$ cat src/rtl/serial_link_pkg.sv
// Shared types and constants for the CPU <-> Arduino bit-serial memory link.
// Frame layout: 2-bit cmd, 16-bit address, optional 16-bit write data.
package serial_link_pkg;

  localparam int WORD_W  = 16;
  localparam int CMD_W   = 2;
  localparam int FRAME_W = CMD_W + 2 * WORD_W;
  localparam int CNT_W   = 6;

  localparam logic [CMD_W-1:0] CMD_READ  = 2'b01;
  localparam logic [CMD_W-1:0] CMD_WRITE = 2'b10;

  // Running bit count at the last bit of each phase
  localparam logic [CNT_W-1:0] LAST_CMD   = 6'd1;
  localparam logic [CNT_W-1:0] LAST_ADDR  = 6'd17;
  localparam logic [CNT_W-1:0] LAST_WDATA = 6'd33;
  localparam logic [CNT_W-1:0] LAST_RECV  = 6'd33;

  typedef enum logic [2:0] {
    S_IDLE,
    S_CMD,
    S_ADDR,
    S_WDATA,
    S_RECV,
    S_DONE
  } state_e;

  typedef enum logic {
    OWN_FETCH,
    OWN_MEM
  } owner_e;

  typedef struct packed {
    owner_e owner;
    logic   we;
  } link_req_t;

  function automatic logic [FRAME_W-1:0] make_frame(
    input logic              we,
    input logic [WORD_W-1:0] addr,
    input logic [WORD_W-1:0] wdata
  );
    return {we ? CMD_WRITE : CMD_READ, addr, wdata};
  endfunction

endpackage

$ cat src/rtl/link_shifter.sv
// 34-bit PISO for outgoing frames, SIPO for read data, and a shared
// bit counter that runs across the outgoing and incoming phases.
module link_shifter
  import serial_link_pkg::*;
(
  input  logic               clk,
  input  logic               rst,
  input  logic               load_i,
  input  logic [FRAME_W-1:0] frame_i,
  input  logic               shift_i,
  input  logic               rx_i,
  input  logic               ser_in_i,
  output logic               msb_o,
  output logic [CNT_W-1:0]   cnt_o,
  output logic [WORD_W-1:0]  rx_next_o
);

  logic [FRAME_W-1:0] piso_q, piso_d;
  logic [WORD_W-2:0]  sipo_q, sipo_d;
  logic [CNT_W-1:0]   cnt_q, cnt_d;

  assign msb_o     = piso_q[FRAME_W-1];
  assign cnt_o     = cnt_q;
  assign rx_next_o = {sipo_q, ser_in_i};

  always_comb begin
    piso_d = piso_q;
    sipo_d = sipo_q;
    cnt_d  = cnt_q;
    if (load_i) begin
      piso_d = frame_i;
      cnt_d  = '0;
    end else if (shift_i) begin
      piso_d = {piso_q[FRAME_W-2:0], 1'b0};
      cnt_d  = cnt_q + 1'b1;
    end else if (rx_i) begin
      sipo_d = rx_next_o[WORD_W-2:0];
      cnt_d  = cnt_q + 1'b1;
    end
  end

  always_ff @(posedge clk) begin
    if (rst) begin
      piso_q <= '0;
      sipo_q <= '0;
      cnt_q  <= '0;
    end else begin
      piso_q <= piso_d;
      sipo_q <= sipo_d;
      cnt_q  <= cnt_d;
    end
  end

endmodule

$ cat src/rtl/serial_mem_link.sv
// Round-robin arbiter and sequencer for the single serial memory link;
// grants fetch or load/store, sends the frame, collects read data.
module serial_mem_link
  import serial_link_pkg::*;
#(
  parameter int TIMEOUT = 1023
) (
  input  logic              clk,
  input  logic              rst,
  input  logic              fetch_req,
  input  logic [WORD_W-1:0] fetch_addr,
  output logic              fetch_gnt,
  output logic              fetch_done,
  output logic [WORD_W-1:0] fetch_data,
  input  logic              mem_req,
  input  logic              mem_we,
  input  logic [WORD_W-1:0] mem_addr,
  input  logic [WORD_W-1:0] mem_wdata,
  output logic              mem_gnt,
  output logic              mem_done,
  output logic [WORD_W-1:0] mem_rdata,
  output logic              err,
  output logic              ser_out,
  output logic              ser_out_valid,
  input  logic              ard_receive_ready,
  input  logic              ser_in,
  input  logic              ard_data_ready,
  output logic              busy
);

  localparam int WAIT_W = $clog2(TIMEOUT + 1);
  localparam logic [WAIT_W-1:0] WAIT_LAST =
    WAIT_W'(TIMEOUT - 1);

  state_e            state_q, state_d;
  owner_e            last_q, last_d;
  link_req_t         req_q, req_d;
  logic              fgnt_q, fgnt_d;
  logic              mgnt_q, mgnt_d;
  logic              err_q, err_d;
  logic [WAIT_W-1:0] wait_q, wait_d;
  logic [WORD_W-1:0] fdata_q, fdata_d;
  logic [WORD_W-1:0] mdata_q, mdata_d;

  logic               load, xfer, rx_en, upd;
  logic               pick_mem, pick_fetch;
  logic [FRAME_W-1:0] frame;
  logic [WORD_W-1:0]  rd, rx_next;
  logic [CNT_W-1:0]   cnt;
  logic               msb;

  link_shifter u_shift (
    .clk       (clk),
    .rst       (rst),
    .load_i    (load),
    .frame_i   (frame),
    .shift_i   (xfer),
    .rx_i      (rx_en),
    .ser_in_i  (ser_in),
    .msb_o     (msb),
    .cnt_o     (cnt),
    .rx_next_o (rx_next)
  );

  assign ser_out_valid = (state_q == S_CMD) ||
                         (state_q == S_ADDR) ||
                         (state_q == S_WDATA);
  assign ser_out = ser_out_valid & msb;
  assign xfer    = ser_out_valid & ard_receive_ready;
  assign busy    = (state_q != S_IDLE);

  assign fetch_gnt  = fgnt_q;
  assign mem_gnt    = mgnt_q;
  assign fetch_done = (state_q == S_DONE) &&
                      (req_q.owner == OWN_FETCH);
  assign mem_done   = (state_q == S_DONE) &&
                      (req_q.owner == OWN_MEM);
  assign err        = err_q && (state_q == S_DONE);
  assign fetch_data = fdata_q;
  assign mem_rdata  = mdata_q;

  // Mutually exclusive: on a tie the non-last requester wins
  assign pick_mem   = mem_req &
                      (~fetch_req | (last_q == OWN_FETCH));
  assign pick_fetch = fetch_req &
                      (~mem_req | (last_q == OWN_MEM));

  always_comb begin
    state_d = state_q;
    last_d  = last_q;
    req_d   = req_q;
    fgnt_d  = 1'b0;
    mgnt_d  = 1'b0;
    err_d   = err_q;
    wait_d  = wait_q;
    fdata_d = fdata_q;
    mdata_d = mdata_q;
    load    = 1'b0;
    rx_en   = 1'b0;
    upd     = 1'b0;
    rd      = '0;
    frame   = '0;
    unique case (state_q)
      S_IDLE: begin
        err_d = 1'b0;
        unique case (1'b1)
          pick_mem: begin
            frame   = make_frame(mem_we, mem_addr,
                                 mem_wdata);
            req_d   = '{owner: OWN_MEM, we: mem_we};
            last_d  = OWN_MEM;
            mgnt_d  = 1'b1;
            load    = 1'b1;
            state_d = S_CMD;
          end
          pick_fetch: begin
            frame   = make_frame(1'b0, fetch_addr, '0);
            req_d   = '{owner: OWN_FETCH, we: 1'b0};
            last_d  = OWN_FETCH;
            fgnt_d  = 1'b1;
            load    = 1'b1;
            state_d = S_CMD;
          end
          default: ;
        endcase
      end
      S_CMD: begin
        if (xfer && cnt == LAST_CMD) state_d = S_ADDR;
      end
      S_ADDR: begin
        if (xfer && cnt == LAST_ADDR) begin
          state_d = req_q.we ? S_WDATA : S_RECV;
          wait_d  = '0;
        end
      end
      S_WDATA: begin
        if (xfer && cnt == LAST_WDATA) state_d = S_DONE;
      end
      S_RECV: begin
        if (ard_data_ready) begin
          rx_en  = 1'b1;
          wait_d = '0;
          if (cnt == LAST_RECV) begin
            state_d = S_DONE;
            rd      = rx_next;
            upd     = 1'b1;
          end
        end else if (wait_q == WAIT_LAST) begin
          state_d = S_DONE;
          err_d   = 1'b1;
          upd     = 1'b1;
        end else begin
          wait_d = wait_q + 1'b1;
        end
      end
      S_DONE: state_d = S_IDLE;
      default: state_d = S_IDLE;
    endcase
    if (upd) begin
      if (req_q.owner == OWN_MEM) mdata_d = rd;
      else                        fdata_d = rd;
    end
  end

  always_ff @(posedge clk) begin
    if (rst) begin
      state_q <= S_IDLE;
      last_q  <= OWN_FETCH;
      req_q   <= '{owner: OWN_FETCH, we: 1'b0};
      fgnt_q  <= 1'b0;
      mgnt_q  <= 1'b0;
      err_q   <= 1'b0;
      wait_q  <= '0;
      fdata_q <= '0;
      mdata_q <= '0;
    end else begin
      state_q <= state_d;
      last_q  <= last_d;
      req_q   <= req_d;
      fgnt_q  <= fgnt_d;
      mgnt_q  <= mgnt_d;
      err_q   <= err_d;
      wait_q  <= wait_d;
      fdata_q <= fdata_d;
      mdata_q <= mdata_d;
    end
  end

endmodule

$ cat config.mk
export PLATFORM = sky130hd
export DESIGN_NAME = serial_mem_link
export DESIGN_NICKNAME = d
export VERILOG_FILES = /design/src/rtl/serial_link_pkg.sv /design/src/rtl/link_shifter.sv /design/src/rtl/serial_mem_link.sv
export SDC_FILE = /design/constraint.sdc
export NUM_CORES = 1
export LEC_CHECK = 0
export ABC_AREA = 1
export CORE_ASPECT_RATIO = 1.2
export CORE_UTILIZATION = 25
export DETAILED_ROUTE_END_ITERATION = 12
export GPL_ROUTABILITY_DRIVEN = 0
export MAX_ROUTING_LAYER = met4
export PLACE_DENSITY_LB_ADDON = 0.12
export SLEW_MARGIN = 30
export SYNTH_ARGS = -nofsm -noshare
export SYNTH_HDL_FRONTEND = slang
export SYNTH_SLANG_ARGS = --single-unit
export TNS_END_PERCENT = 5
$ cat constraint.sdc
create_clock -name clk -period 1.59 [get_ports clk]
set_input_delay 0.159 -clock clk [delete_from_list [all_inputs] [get_ports clk]]
set_output_delay 0.159 -clock clk [all_outputs]
set_load 0.05 [all_outputs]
# Word-level counts from Yosys, hierarchy flattened

Index checks and enable logic that the tools add are counted.

Register bits: 106
Bits in latches: 0
RAM bits: 0
Bits in read-only memories: 0
Input bits: 56
Output and inout port bits: 40
Word-level logic and storage cells: 109
Memories: 0

$add $sub $neg: 2
Multiply operators: 0
Divide/modulo/power cells: 0
$lt $le $gt $ge: 0
Eq/ne operators: 18
Shift operators: 0
Muxes and demuxes: 38
Bitwise logic cells: 13
Reduce and logical (&&, ||, !) cells: 25

Operator list:

| operator                                       | number |
|---|---|
| two-way mux 34 bit                             | 3 |
| case mux 34 bit (2 select lines)               | 1 |
| two-way mux 16 bit                             | 3 |
| two-way mux 10 bit                             | 3 |
| two-way mux 3 bit                              | 8 |
| case mux 10 bit (2 select lines)               | 1 |
| case mux 3 bit (5 select lines)                | 1 |
| two-way mux 1 bit                              | 12 |
| two-way mux 6 bit                              | 2 |
| adder 10 x 1 -> 10 bit (second input constant) | 1 |
| == test 10 bit (second input constant)         | 1 |
| nonzero test 2 bit                             | 5 |
| != test 3 bit (second input constant)          | 3 |
| AND reduction 3 bit                            | 3 |
| NOT 1 bit                                      | 7 |
| adder 6 x 1 -> 6 bit (second input constant)   | 1 |
| == test 3 x 2 -> 1 bit (second input constant) | 2 |
| == test 3 bit (second input constant)          | 2 |
| == test 6 x 1 -> 1 bit (second input constant) | 1 |
| == test 6 x 5 -> 1 bit (second input constant) | 1 |
| == test 6 bit (second input constant)          | 1 |
| logical AND 1 bit                              | 6 |
| != test 2 x 1 -> 1 bit (second input constant) | 3 |
| != test 2 bit (second input constant)          | 3 |
| other kinds (12)                               | 22 |

# Longest topological paths before layout

Gate-level depths: netlist of the first run.

Depth after elaboration: 8
Depth in mapped cells: 12
Depth with buffers taken out: 11

# Cells and area by module

From an unflattened synthesis of the first run, not the netlist that was laid out.

Cells, all modules: 855
Area total of the unflattened synthesis: 5580.4 um^2

Modules (own cells, without submodules):

| module          | times used | cells each | area an instance (um^2) | seq. area each (um^2) |
|---|---|---|---|---|
| serial_mem_link | 1          | 499        | 3093.0                  | 1001.0 |
| link_shifter    | 1          | 356        | 2487.4                  | 1101.1 |

# Least setup slack after synthesis of the first run

Ideal clock, no wire load.

Path type: flip-flop to flip-flop
Start: register state_q[0]
End: register u_shift.cnt_q[5], in the netlist u_shift.cnt_o[5]
Setup time: 119 ps
Arrival: 2022 ps
Required time: 1471 ps
Slack: -551 ps
Stages on the path, launching flop included: 10
Buffers on the path: 0
Clock period less this slack: 2141 ps
Path through: dfxtp_1 -> nor2_4 -> nor2_1 -> nand2_1 -> nand2_1 -> nand2_1 -> nor2_1 -> nand3_1 -> nand2_1 -> a21oi_1

Longest elaborated chain between the ends: 5
Elaborated cells on any way between the ends: 13
Those cells by class: 4 x eq/ne; 3 x mux; 1 x bitwise; 5 x reduce/logical

RTL lines:

| what                                                                    | RTL line                                     | RTL |
|---|---|---|
| start, declared                                                         | serial_mem_link.sv:35                        | `state_e state_q, state_d;` |
| start signal, assigned                                                  | serial_mem_link.sv:177                       | `state_q <= state_d;` |
| == test 3 x 1 -> 1 bit / == test 3 x 2 -> 1 bit (equally long branches) | serial_mem_link.sv:65, serial_mem_link.sv:66 |  |
| logical OR 1 bit                                                        | serial_mem_link.sv:65                        | `assign ser_out_valid = (state_q == S_CMD) \|\|` |
| logical OR 1 bit *                                                      | serial_mem_link.sv:66                        | `(state_q == S_ADDR) \|\|` |
| named net ser_out_valid                                                 | serial_mem_link.sv:24                        | `output logic ser_out_valid,` |
| bitwise AND 1 bit *                                                     | serial_mem_link.sv:69                        | `assign xfer = ser_out_valid & ard_receive_ready;` |
| two-way mux 6 bit / nonzero test 2 bit (equally long branches)          | --                                           |  |
| end signal, assigned                                                    | link_shifter.sv:50                           | `cnt_q <= cnt_d;` |
| end, declared                                                           | link_shifter.sv:20                           | `logic [CNT_W-1:0] cnt_q, cnt_d;` |

The timed path passes the listed nets; every way through them passes the cells marked *.
A chain may end at the register's enable or synchronous reset.

# Final worst setup path of the first run

Start: register u_shift.cnt_q[1], in the netlist u_shift.cnt_o[1]
End: register fdata_q[0], in the netlist fetch_data[0]

Longest elaborated chain between the ends: 5
Elaborated cells on any way between the ends: 8
Those cells by class: 1 x eq/ne; 6 x mux; 1 x reduce/logical

RTL lines:

| what                                 | RTL line               | RTL |
|---|---|---|
| == test 6 bit *                      | serial_mem_link.sv:143 | `if (cnt == LAST_RECV) begin` |
| two-way mux 1 bit                    | serial_mem_link.sv:143 |  |
| two-way mux 1 bit                    | serial_mem_link.sv:140 | `if (ard_data_ready) begin` |
| two-way mux 1 bit                    | serial_mem_link.sv:103 | `unique case (state_q)` |
| AND reduction 2 bit (no source line) | --                     |  |
| end signal, assigned                 | serial_mem_link.sv:184 | `fdata_q <= fdata_d;` |
| end, declared                        | serial_mem_link.sv:42  | `logic [WORD_W-1:0] fdata_q, fdata_d;` |

Every way passes the cells marked *; elsewhere a longest branch is shown, timed or not.

==> flow_summary.yaml, run 1 <==
outcome:
  status: "complete, but fails checks"
  violations: "setup timing"
cells_and_area:
  fin_cells: 1088
  stdcell_area_sq_um: 7290
  area_delta_synth_final_pct: 51.0
  nNetsFinal: 887
  drive_gt1_share_pct: 28.1
  fillers: 2004
  antenna_cells: 0
clock_tree:
  clkLatencyLatePin_ns: 0.35
  cts_tree: "yes"
  postCtsHoldBufs: 0
  cts_root_buffer: "clkbuf_16"
  clockBufferDepth: 2
  cts.clk_slew.worst_paths_ns: 0.08
  cts_max_level: 3
  numCtsBuffers: 9
  clock_sinks: 105
sta:
  finClkSkew_ns: 0.00855
  slew_headroom_pct: 74.4
  rsz0062_at_grt: "yes"
  max_freq_ghz: 0.625
  drv_slew: 0
  fin_ws_ns: -0.00918
  holdWs_ns: 0.367
  period_needed_ns: 1.60
  setup_viol: 1
  worst_pin_slew_ns: 0.382
  post-route-period-util_pct: 101
  finalHoldViolCount: 0
critical_path:
  crit_buf_inv: 4
  crit_top_cell: "nor2_4"
  r2r_end: "fetch_data[0]"
  cp_slowest_cell: "dfxtp_2"
  r2r_cells: 11
  r2r_slack_ns: -0.009
  worstPathCellList: "inv_2 > ha_4 > buf_6 > nand4_1 > nand2_1 > nand2_2 > nor2_4 > clkinvlp_4 > buf_12 > nor2_4 > nor2_1"
  max_stage_delay_ns: 0.33
  cp-end-kind: "flop"
  cp_max_fo: 8
  worstPathArrival_ns: 1.85
  path_class: "reg -> reg"
  cpLargestDelayFamily: "simple AND/OR/NAND/NOR gates"
  start_kind: "flop"
  cp.required_ns: 1.84
  setup.worst_path.start: "u_shift.cnt_o[1]"
  reg2reg_from: "u_shift.cnt_o[1]"
synthesis:
  synth_nets: 730
  synthFlopType: "dfxtp_1"
  postSynthRegisterBits: 105
  seq_area_frac_synth_pct: 43.5
  synthCells: 670
  ys_types: 34
  synth_edf_count: 0
  ys_async_sr_fraction_pct: 0
  yosysWarnings: 0
  synth.avg_cell_area_sq_um: 7.21
  synth_area_sq_um: 4830
power:
  ir_worst_vdd_mv: 0.823
  leakagePower_nw: 3.03
  power.density_nw_per_um2: 1320
floorplanning:
  core-area_sq_um: 18900
  die_x_um: 129
  fp.dieH_um: 154
  initial_core_util_pct: 25.6
  dieArea_sq_um: 19900
  ios: 96
  num_rows: 55
drt:
  ant_nets: 0
  drtIter0Drc: 180
  dr_total_vias: 4932
  drt-pass1-iter-count: 4
  wirelength_mm: 14.5
  wl_per_cell_um: 13.3
  vias_per_cell: 4.53
  drc: 0
global_route:
  grt_usage_pct: 15.8
  grt_pass1_vias: 4989
  grt_pass1_wl_mm: 24.1
  overflow: 0
  antenna_found_initial: 0
  grt_max_degree: 37
placement:
  io_buffers: 95
  dpl.hpwl_mm: 10.6
  placed_area_sq_um: 6600
  dp_slack_ns: -0.271
  place_inst: 1065
hold_path:
  min-delay-start: "mem_wdata[0]"
  hold_end: "u_shift.piso_q[0]"
  holdPathStages: 3
  hold_class: "in -> reg"
run:
  maxCapViolCount: 0
==> cell usage in the layout, fill, tap and decap left out, drive strengths merged <==
cell type      netlist  layout
a211oi              16      16
a21o                 1       1
a21oi               35      35
a22oi               15      15
a31oi               18      18
buf                 20     128
bufinv               0       1
clkbuf              17       9
clkdlybuf4s50        0      55
clkinv               0       1
clkinvlp             0       4
dfxtp              105     105
ha                   4       4
inv                 54      55
nand2              124     124
nand3               48      48
nand4                3       3
nor2               120     120
nor3                21      21
nor3b                2       2
nor4                 1       1
o211ai               1       1
o21ai               59      59
o21bai               4       4
o22ai                2       2
==> cells in the mapped netlist (all sizes together) (4+ instances only) <==
master / n / area, sq um
a21oi: 35 / 175
nor3: 21 / 116
nor2: 120 / 495
nand3: 48 / 245
clkbuf: 17 / 65.1
a31oi: 18 / 113
ha: 4 / 50.1
buf: 20 / 139
a22oi: 15 / 113
inv: 54 / 203
o21ai: 59 / 295
o21bai: 4 / 33.8
dfxtp: 105 / 2100
nand2: 124 / 490
a211oi: 16 / 120
==> through the flow <==
stage / total power, mW / setup TNS, ns / utilization (%)
final: 9.66 / -0.00918 / 38.7
after global routing: 10.3 / -3.78 / 38.7
after CTS: 9.58 / -0.344 / 37.5
after detailed placement: 7.01 / -13.36 / 35.0
after global placement: 6.97 / -11.37 / 35.0
after floorplan: 5.48 / -0.977 / -
==> per-layer routing <==
metal  vias to the layer above  track usage, %  share of wire, %
met2                        87            26.8                50
met5                         -               -                 0
met1                      2286            18.8                45
li1                       2543               -                 -
met4                         0            5.66               1.6
met3                        16            2.32               3.3
==> cell families (layout without fill, tap and decap cells) <==
group | Yosys count | after routing | share of synthesized area [%]
and+or+nand+nor | 319 | 319 | 28.8
adders and majority gates | 4 | 4 | 1.04
AOI/OAI and AO/OA | 151 | 151 | 18.2
DFF | 105 | 105 | 43.5
buffers and inverters | 91 | 253 | 8.42
==> worst register-to-register path: stages (launching register included) <==
cell,delay (ns)
dfxtp_2,0.33
inv_2,0.07
ha_4,0.15
buf_6,0.09
nand4_1,0.10
nand2_1,0.09
nand2_2,0.08
nor2_4,0.14
clkinvlp_4,0.14
buf_12,0.17
nor2_4,0.10
nor2_1,0.04
==> worst max-delay path by stage <==
stage	depth (start not counted)	slack, ns	to
after floorplan	8	-0.09	u_shift.piso_q[11]
after global placement	9	-0.22	fetch_data[0]
after detailed placement	9	-0.27	fetch_data[0]
after CTS	12	-0.03	fetch_data[0]
after global routing	12	-0.16	fetch_data[0]
final	11	-0.009	fetch_data[0]
==> cell type report <==
class | count | area [sq um] | share of cell area (%)
Clock inverter | 7 | 76.3 | 1.05
Multi-Input combinational cell | 474 | 2570 | 35.3
Sequential cell | 105 | 2110 | 29.0
Tap cell | 256 | 320 | 4.39
Timing Repair Buffer | 183 | 1770 | 24.3
Clock buffer | 9 | 225 | 3.09
Inverter | 54 | 215 | 2.95
==> flip-flops by register name, summed over array words and instances (netlist names) <==
signal          flops
u_shift.sipo_q     15
last_q              1
u_shift.piso_q     34
req_q               1
fetch_gnt           1
err_q               1
fetch_data         16
mem_rdata          16
wait_q             10
state_q             3
mem_gnt             1
u_shift.cnt_o       6
==> where the power goes <==
| part | total [mW] | internal, mW | switching, mW |
|---|---|---|---|
| registers | 3.35 | 3.09 | 0.263 |
| logic | 4.00 | 1.82 | 2.18 |
| clock network | 2.30 | 1.24 | 1.06 |
| total | 9.66 | 6.14 | 3.51 |
==> timing repair <==
item,in CTS,in global routing
gates resized for setup,39,65
setup buffers,6,1
setup endpoints to repair,67,85
pin swaps,6,12
No activity file was read; power rests on OpenSTA's default activity.
==> run 2, diff against run 1 <==
--- a/config.mk
+++ b/config.mk
@@ -5,13 +5,14 @@
 export SDC_FILE = /design/constraint.sdc
 export NUM_CORES = 1
 export LEC_CHECK = 0
-export ABC_AREA = 1
+export ABC_AREA = 0
 export CORE_ASPECT_RATIO = 1.2
 export CORE_UTILIZATION = 25
 export DETAILED_ROUTE_END_ITERATION = 12
 export GPL_ROUTABILITY_DRIVEN = 0
 export MAX_ROUTING_LAYER = met4
 export PLACE_DENSITY_LB_ADDON = 0.12
+export SKIP_CTS_REPAIR_TIMING = 1
 export SLEW_MARGIN = 30
 export SYNTH_ARGS = -nofsm -noshare
 export SYNTH_HDL_FRONTEND = slang
==> run 2 against run 1 <==
The flow still finishes with violations (setup timing); register-to-register slack worse by 0.32 ns; first-iteration DRC count down 24%; clock power down 7%; clock-buffer cell count up 1; critical path depth down 5; power down 38%; largest power group is now sequential cells; setup slack worse by 0.32 ns; fmax down 17%; critical path type unchanged.
==> flow_summary.yaml, run 2 <==
placement:
  place_inst: 918
  io_buffers: 95
  dpl.hpwl_mm: 9.17
sta:
  drv_slew: 0
  slew_headroom_pct: 73.6
  max_freq_ghz: 0.521
  period_needed_ns: 1.92
  setup_viol: 78
  finalHoldViolCount: 0
  fin_ws_ns: -0.328
  finClkSkew_ns: 0.00558
  post-route-period-util_pct: 121
  rsz0062_at_grt: "yes"
  worst_pin_slew_ns: 0.390
floorplanning:
  initial_core_util_pct: 25.8
  ios: 96
  die_x_um: 128
  core-area_sq_um: 18400
  dieArea_sq_um: 19500
  fp.dieH_um: 153
  num_rows: 54
synthesis:
  synth_area_leaders: "dfxtp_1, nand2_1, mux2i_1"
  yosysWarnings: 0
  synth_area_sq_um: 4730
  yosys.area.top_type: "dfxtp_1"
  synthCells: 537
  synth_nets: 597
  synth_edf_count: 0
  ys_types: 72
  synth.avg_cell_area_sq_um: 8.81
  synthFlopType: "dfxtp_1"
  yosys-top-cells-count: "nand2_1, dfxtp_1, mux2i_1"
  ys_async_sr_fraction_pct: 0
  post-synth-top-count-cell: "nand2_1"
  seq_area_frac_synth_pct: 44.4
  postSynthRegisterBits: 105
  synth.top_cell.area_share_pct: 44.4
clock_tree:
  cts_root_buffer: "clkbuf_16"
  numCtsBuffers: 9
  cts_tree: "yes"
  clock_sinks: 105
  clkLatencyLatePin_ns: 0.34
  clockBufferDepth: 2
  cts.clk_slew.worst_paths_ns: 0.07
  cts_max_level: 3
critical_path:
  cp.required_ns: 1.83
  r2r_cells: 6
  path_class: "reg -> reg"
  cpLargestDelayFamily: "simple AND/OR/NAND/NOR gates"
  reg2reg_from: "u_shift.cnt_o[1]"
  start_kind: "flop"
  r2r_slack_ns: -0.33
  worstPathCellList: "inv_2 > ha_4 > or3b_4 > or4b_4 > a221o_1 > o2111a_1"
  r2r_end: "wait_q[9]"
  worstPathArrival_ns: 2.15
  crit_buf_inv: 1
  max_stage_delay_ns: 0.50
  cp-end-kind: "flop"
  cp_max_fo: 3
  cp_slowest_cell: "or4b_4"
drt:
  wirelength_mm: 13.5
  ant_nets: 0
  dr_total_vias: 4446
  drtIter0Drc: 136
  drt-pass1-iter-count: 4
  wl_per_cell_um: 14.4
  drc: 0
  vias_per_cell: 4.72
cells_and_area:
  regArea_sq_um: 2120
  area_delta_synth_final_pct: 53.5
  fillers: 1858
  fin_cells: 941
  antenna_cells: 0
  drive_gt1_share_pct: 33.2
  largest_reg_flops: 34
  nNetsFinal: 745
  layout_commonest_cell: "nand2_1"
  multiInputGateArea_sq_um: 2760
  regMostFlops: "u_shift.piso_q"
  layout_common_cells: "nand2_1, dfxtp_1, buf_4, clkdlybuf4s50_1, mux2i_1"
outcome:
  status: "complete, but fails checks"
  violations: "setup timing"
power:
  ir_worst_vdd_mv: 0.473
  p_total_mw: 5.94
  leakagePower_nw: 2.76
  power.density_nw_per_um2: 818
hold_path:
  holdPathStages: 3
  hold_end: "u_shift.sipo_q[11]"
  min-delay-start: "rst"
  hold_class: "in -> reg"
global_route:
  grt_pass1_vias: 4469
  grt_pass1_wl_mm: 21.7
  grt_usage_pct: 14.2
  overflow: 0
  grt_max_degree: 51
  antenna_found_initial: 0
run:
  maxCapViolCount: 0
-- run 2: cell count changes after synthesis, moves of 15 or more --
cell / previous run / this run
o21ai_0: 56 / 19
a221oi_1: 0 / 18
a311oi_1: 0 / 19
nand2_1: 116 / 134
a31oi_1: 18 / 2
mux2i_1: 0 / 32
inv_1: 49 / 7
nand3_1: 47 / 4
nor3_1: 20 / 5
nor2_1: 114 / 24
-- run 2: layout make-up --
cell class	instances	share of cell area, %
Clock buffer	10	3.29
Clock inverter	5	0.551
Inverter	8	0.413
Multi-Input combinational cell	385	38.0
Sequential cell	105	29.1
Tap cell	252	4.34
Timing Repair Buffer	176	24.2
-- run 2: worst min-delay path, cell delays in order --
cell	delay, ns
buf_2	0.15
buf_4	0.20
a21oi_1	0.11
-- run 2: stage by stage --
stage               setup WS [ns]  area (sq um)  hold WS [ns]  setup TNS (ns)  utilization (%)
detailed placement         -0.535          6470         0.449          -28.75             35.2
finish                     -0.328          7270         0.320           -9.29             39.5
global placement           -0.443          6470         0.436          -26.67             35.2
CTS                        -0.392          6750         0.297          -24.16             36.7
floorplan                  -0.318          4760         0.295          -11.65                -
global route               -0.370          7270         0.325          -17.50             39.5
-- run 2: power by group --
part	total, mW	internal, mW	switching (mW)	leakage, nW
clock	2.14	1.11	1.02	0.139
sequential	2.80	2.73	0.0635	0.858
combinational	1.01	0.515	0.496	1.76
total	5.94	4.36	1.58	2.76
-- run 2: layer usage --
layer	part of all wire, %	GRT usage, %	up-vias
met4	1.1	4.76	0
met3	3.6	2.84	9
met2	51	24.0	87
met5	0	-	-
li1	-	-	2240
met1	45	16.8	2110
-- run 2: worst max-delay path by stage --
stage,startpoint,cells past startpoint,end,slack [ns]
CTS,state_q[1],6,ser_out,-0.39
floorplan,u_shift.cnt_o[1],6,wait_q[1],-0.32
global route,u_shift.cnt_o[1],6,wait_q[9],-0.37
detailed placement,ard_data_ready,4,wait_q[8],-0.53
finish,u_shift.cnt_o[1],6,wait_q[9],-0.33
global placement,ard_data_ready,6,state_q[0],-0.44
-- run 2: logic make-up after synthesis --
| kind of cell | after synthesis | synth area share [%] |
|---|---|---|
| buf+inv | 47 | 4.97 |
| mux | 33 | 7.01 |
| flops | 105 | 44.4 |
| xor+xnor | 1 | 0.185 |
| fa+ha+maj | 4 | 1.06 |
| compound gates | 138 | 21.2 |
| simple gates | 209 | 21.2 |
==> run 3, diff against run 2 <==
--- a/config.mk
+++ b/config.mk
@@ -13,7 +13,7 @@
 export MAX_ROUTING_LAYER = met4
 export PLACE_DENSITY_LB_ADDON = 0.12
 export SKIP_CTS_REPAIR_TIMING = 1
-export SLEW_MARGIN = 30
+export SLEW_MARGIN = 20
 export SYNTH_ARGS = -nofsm -noshare
 export SYNTH_HDL_FRONTEND = slang
 export SYNTH_SLANG_ARGS = --single-unit
==> results of run 3 <==
Final layout, timing and power as in run 2 (identical DEF).
